**src/rtl/db15_joy_responder.sv**
```systemverilog
`default_nettype none
// +--------------------------------------------------------------------------+
// | db15_joy_responder                                                       |
// | Device side of the DB15 serial joystick link: two cascaded PISO stages   |
// | answering host JOY_LOAD/JOY_CLK with both players' buttons on JOY_DATA.  |
// | Revision: 1.0                                                            |
// +--------------------------------------------------------------------------+

// Two-flop synchronizer followed by a consecutive-sample glitch filter.
// The accepted level flips on the (FILTER+1)-th consecutive disagreeing sample.
module db15_strobe_sync_filter #(
    parameter int   FILTER = 2,
    parameter logic IDLE   = 1'b0
) (
    input  logic clk,
    input  logic reset,
    input  logic strobe_i,
    output logic level_q_o,
    output logic level_d_o
);

    localparam int CW = $clog2(FILTER + 1);
    localparam logic [CW-1:0] C_FILT = CW'(FILTER);

    logic [1:0]    sync_q;
    logic          level_q;
    logic          level_d;
    logic [CW-1:0] cnt_q;
    logic [CW-1:0] cnt_d;

    always_ff @(posedge clk) begin
        if (reset) begin
            sync_q  <= {2{IDLE}};
            level_q <= IDLE;
            cnt_q   <= '0;
        end else begin
            sync_q  <= {sync_q[0], strobe_i};
            level_q <= level_d;
            cnt_q   <= cnt_d;
        end
    end

    always_comb begin
        level_d = level_q;
        cnt_d   = '0;
        if (sync_q[1] != level_q) begin
            if (cnt_q == C_FILT) begin
                level_d = sync_q[1];
            end else begin
                cnt_d = cnt_q + CW'(1);
            end
        end
    end

    assign level_q_o = level_q;
    assign level_d_o = level_d;

endmodule

module db15_joy_responder #(
    parameter int BITS   = 16,
    parameter int FILTER = 2
) (
    input  logic                              clk,
    input  logic                              reset,
    input  logic [BITS-1:0]                   joystick1,
    input  logic [BITS-1:0]                   joystick2,
    input  logic                              JOY_LOAD,
    input  logic                              JOY_CLK,
    output logic                              JOY_DATA,
    output logic [$clog2(2*BITS+1)-1:0]       bit_cnt,
    output logic                              frame_done,
    output logic                              short_frame
);

    localparam int FRAME = 2 * BITS;
    localparam int CNTW  = $clog2(FRAME + 1);
    localparam logic [CNTW-1:0] C_FULL = CNTW'(FRAME);
    localparam logic [CNTW-1:0] C_LAST = CNTW'(FRAME - 1);

    logic load_lvl_q;
    logic load_lvl_d;
    logic clk_lvl_q;
    logic clk_lvl_d;

    db15_strobe_sync_filter #(
        .FILTER (FILTER),
        .IDLE   (1'b1)
    ) u_load_filter (
        .clk       (clk),
        .reset     (reset),
        .strobe_i  (JOY_LOAD),
        .level_q_o (load_lvl_q),
        .level_d_o (load_lvl_d)
    );

    db15_strobe_sync_filter #(
        .FILTER (FILTER),
        .IDLE   (1'b0)
    ) u_clk_filter (
        .clk       (clk),
        .reset     (reset),
        .strobe_i  (JOY_CLK),
        .level_q_o (clk_lvl_q),
        .level_d_o (clk_lvl_d)
    );

    // Act on the filter's next level so the strobe takes effect the same
    // cycle it is accepted; edges are judged against the accepted level only.
    logic w_load_active;
    logic w_load_fall;
    logic w_shift;

    assign w_load_active = ~load_lvl_d;
    assign w_load_fall   = load_lvl_q & ~load_lvl_d;
    assign w_shift       = ~clk_lvl_q & clk_lvl_d & load_lvl_d;

    logic [FRAME-1:0] sr_q;
    logic [FRAME-1:0] sr_d;
    logic [CNTW-1:0]  cnt_q;
    logic [CNTW-1:0]  cnt_d;
    logic             frame_done_q;
    logic             frame_done_d;
    logic             short_frame_q;
    logic             short_frame_d;

    always_ff @(posedge clk) begin
        if (reset) begin
            sr_q          <= '1;
            cnt_q         <= '0;
            frame_done_q  <= 1'b0;
            short_frame_q <= 1'b0;
        end else begin
            sr_q          <= sr_d;
            cnt_q         <= cnt_d;
            frame_done_q  <= frame_done_d;
            short_frame_q <= short_frame_d;
        end
    end

    always_comb begin
        sr_d          = sr_q;
        cnt_d         = cnt_q;
        frame_done_d  = 1'b0;
        short_frame_d = 1'b0;
        if (w_load_active) begin
            // Transparent while loading: the snapshot is whatever was loaded last.
            sr_d          = {~joystick2, ~joystick1};
            cnt_d         = '0;
            short_frame_d = w_load_fall && (cnt_q != '0) && (cnt_q < C_FULL);
        end else if (w_shift) begin
            sr_d = {1'b1, sr_q[FRAME-1:1]};
            if (cnt_q < C_FULL) begin
                cnt_d        = cnt_q + CNTW'(1);
                frame_done_d = (cnt_q == C_LAST);
            end
        end
    end

    assign JOY_DATA    = sr_q[0];
    assign bit_cnt     = cnt_q;
    assign frame_done  = frame_done_q;
    assign short_frame = short_frame_q;

endmodule
`default_nettype wire

```
**config.mk**
```make
export PLATFORM = sky130hd
export DESIGN_NAME = db15_joy_responder
export DESIGN_NICKNAME = d
export VERILOG_FILES = /design/src/rtl/db15_joy_responder.sv
export SDC_FILE = /design/constraint.sdc
export NUM_CORES = 1
export LEC_CHECK = 0
export CORE_MARGIN = 3
export CORE_UTILIZATION = 25
export CTS_BUF_LIST = sky130_fd_sc_hd__clkbuf_8
export DETAILED_ROUTE_END_ITERATION = 10
export GPL_ROUTABILITY_DRIVEN = 0
export PLACE_DENSITY = 0.46
export SYNTH_ARGS = -nofsm -noshare
export SYNTH_HDL_FRONTEND = slang
export SYNTH_HIERARCHICAL = 1
export SYNTH_SLANG_ARGS = --single-unit
```
**constraint.sdc**
```tcl
create_clock -name clk -period 5.6 [get_ports clk]
set_clock_uncertainty 0.05 [all_clocks]
set_input_delay 0.84 -clock clk [delete_from_list [all_inputs] [get_ports clk]]
set_output_delay 0.84 -clock clk [all_outputs]
set_load 0.01 [all_outputs]
```
==> impl_metrics.yaml <==
timing:
  worstMarginPinSlew_ps: 1230
  post-route-period-util_pct: 43.0
  fin_tns_setup_ps: 0
  slew_headroom_pct: 17.5
  hold_violations: 0
  slew_viol_final: 0
  rsz0062_at_grt: "no"
  setup_viol: 0
  period_minus_slack_ps: 2410
  clock.fmax_mhz: 415
finish:
  regArea_mm2: 0.00100
  final_nets: 352
  fin_cells: 438
  multiInputGateArea_mm2: 0.00126
  area_growth_pct: 25.1
  drive_gt1_share_pct: 11.9
  num_antenna_cells: 0
  fillers: 956
synthesis:
  yosys_warnings: 6
  yosys_most_used_dff: "dfxtp_1"
  ys_top_cells_by_area: "dfxtp_1 (42%), nand2_1 (10%), nand2b_1 (9.0%)"
  ys_types: 30
  synth_fp_nets: 319
  netlist_area_mm2: 0.00237
  synth_top_area_share_pct: 42.3
  async_reset_ff_share_pct: 0
  synth.largest_area_cell: "dfxtp_1"
  synth_seq_cells: 50
  seq_area_frac_synth_pct: 42.3
  syn_inst: 279
  avgSynthCellArea_um2: 8.48
  synth-edff-count: 0
floorplan:
  initial_core_util_pct: 26.4
  ioPinCount: 45
  core_area_mm2: 0.00898
  die_area_mm2: 0.0107
  chipWidth_um: 103
  row_count: 34
  die_h_um: 103
worst_setup_path:
  worst_path_largest_cell_delay_ps: 970
  crit_path_top_delay_cell: "nor2b_2"
  path_cells: "inv_1 > ha_1 > mux2_4 > nor2b_2 > nand2_1 > a31o_2"
  worstReg2RegStart: "u_clk_filter/cnt_q[0]$_SDFF_PP0_"
  cp.arrival_ps: 2550
  path_depth: 6
  worstSetupPathType: "flop to flop"
  r2r_cells: 6
  crit_path_end_kind: "flop"
  critPathCapture: "sr_q[4]$_SDFFE_PP1P_"
  crit_buf_inv: 1
  critPathLaunchType: "flop"
  r2r_slack_ps: 3190
  crit_family: "simple AND/OR/NAND/NOR gates"
  rr_endpoint: "sr_q[4]$_SDFFE_PP1P_"
  crit_required_ps: 5740
  worstSetupStartpoint: "u_clk_filter/cnt_q[0]$_SDFF_PP0_"
  crit_fanout: 31
cts:
  cts_buffers: 5
  htreeDepth: 2
  clockBufferDepth: 2
  clock_latency_ps: 290
  cts_tree: "done"
  cts_setup_buffers: 0
  clockRootBuffer: "clkbuf_8"
  cts.sinks: 50
  cts_resized: 0
  holdBufCountCts: 0
  path_clk_slew_ps: 80
global_route:
  grt_pass1_wl_um: 8340
  grt_max_degree: 71
  antenna_found_initial: 0
  grt_pass1_vias: 1852
  grt_usage_pct: 9.72
  globalRouteOverflowTotal: 0
routing:
  totalWireLength_um: 5060
  firstDrtPassIters: 4
  ant_nets: 0
  drtIter0Drc: 82
  drc: 0
  viasPerCell: 4.32
  num_vias: 1891
  avgRoutedWirePerCell_um: 11.6
job:
  drv_cap: 0
power:
  vdd_drop_max_mv: 0.0983
  powerDensity_mw_per_mm2: 198
  p_leak_nw: 0.900
  total_power_mw: 0.588
hold_path:
  min_path_type: "flop to flop"
place:
  io_buffers: 44
  place_hpwl_um: 3180
  dp_cells: 431
status:
  outcome: "complete, no violations"
synth_stat cells (2+ instances only):
master and n:
or3_1 3, nand3b_1 3, inv_1 5, o21ai_0 3
nor4_1 6, xnor2_1 2, dfxtp_1 50, buf_2 8
nand2_1 65, nand3_1 3, a31o_1 10, or2_2 2
clkbuf_1 9, a21oi_1 5, mux2_4 2, nand2b_1 34
ha_1 4, a31o_2 21, nor2b_1 33
layer usage:
metal / vias to the layer above / routed length, um / global-route usage [%]
met5: - / 0 / 0
met4: 0 / 31 / 2.69
met3: 2 / 276 / 2.68
met2: 30 / 2350 / 16.1
met1: 870 / 2400 / 12.4
li1: 989 / - / -
layout make-up:
cell class	count	share of cell area, %
multi-input cells	205	42.7
clock buffers	5	2.32
flip-flops and latches	50	33.8
clock inverters	2	0.253
well taps	126	5.32
repair buffers	45	15.0
inverters	5	0.634
kinds of logic after synthesis:
| kind of cell | Yosys count | synth area share (%) |
|---|---|---|
| and+or+nand+nor | 156 | 35.3 |
| muxes | 2 | 1.27 |
| AOI/OAI and AO/OA | 41 | 13.9 |
| DFF | 50 | 42.3 |
| buffers and inverters | 24 | 4.39 |
| adders and majority gates | 4 | 2.11 |
| xor gates and xnor gates | 2 | 0.740 |
registers in the layout, indices dropped and copies added (netlist names):
signal,flops
sr_q,32
bit_cnt,6
u_clk_filter/cnt_q,2
u_clk_filter/sync_q,2
u_load_filter/cnt_q,2
u_load_filter/sync_q,2
frame_done,1
short_frame,1
u_clk_filter/level_q_o,1
u_load_filter/level_q_o,1
metrics by stage:
stage | utilization (%) | hold WS, ps | worst slack [ps] | cell area [um^2]
final | 33.0 | 366 | 3190 | 2960
after global routing | 33.0 | 385 | 2920 | 2960
after CTS | 33.0 | 369 | 3110 | 2960
after detailed placement | 32.1 | 348 | 3130 | 2890
after global placement | 32.1 | 344 | 3180 | 2890
after floorplan | - | 339 | 3850 | 2370
layout by cell type (no fill, tap or decap), types with 4 or more instances in the layout:
master            n
nand2b_1         34
dfxtp_1          50
nor2b_1          32
clkbuf_8          5
a21oi_1           5
a31o_1           10
clkdlybuf4s50_1  43
a31o_2           21
nor4_1            6
inv_1             7
nand2_1          65
ha_1              4
worst min-delay path by stage:
stage	start	endpoint	slack, ps	cells after the start
after floorplan	u_load_filter/sync_q[0]$_SDFF_PP1_	u_load_filter/sync_q[1]$_SDFF_PP1_	340	1
after global placement	u_load_filter/sync_q[0]$_SDFF_PP1_	u_load_filter/sync_q[1]$_SDFF_PP1_	340	1
after detailed placement	u_load_filter/sync_q[0]$_SDFF_PP1_	u_load_filter/sync_q[1]$_SDFF_PP1_	350	1
after CTS	u_load_filter/sync_q[0]$_SDFF_PP1_	u_load_filter/sync_q[1]$_SDFF_PP1_	370	1
after global routing	u_load_filter/sync_q[0]$_SDFF_PP1_	u_load_filter/sync_q[1]$_SDFF_PP1_	390	1
final	u_load_filter/sync_q[0]$_SDFF_PP1_	u_load_filter/sync_q[1]$_SDFF_PP1_	370	1
worst reg2reg max path: stages (launching register included):
cell,delay [ps]
dfxtp_1,340
inv_1,40
ha_1,230
mux2_4,240
nor2b_2,970
nand2_1,150
a31o_2,290
power breakdown:
group / internal, mW / switching [mW] / total [mW]
clock network: 0.0828 / 0.113 / 0.196
registers: 0.357 / 0.000806 / 0.358
logic: 0.0235 / 0.0107 / 0.0342
Note: power is estimated with default switching activity, not from simulation.
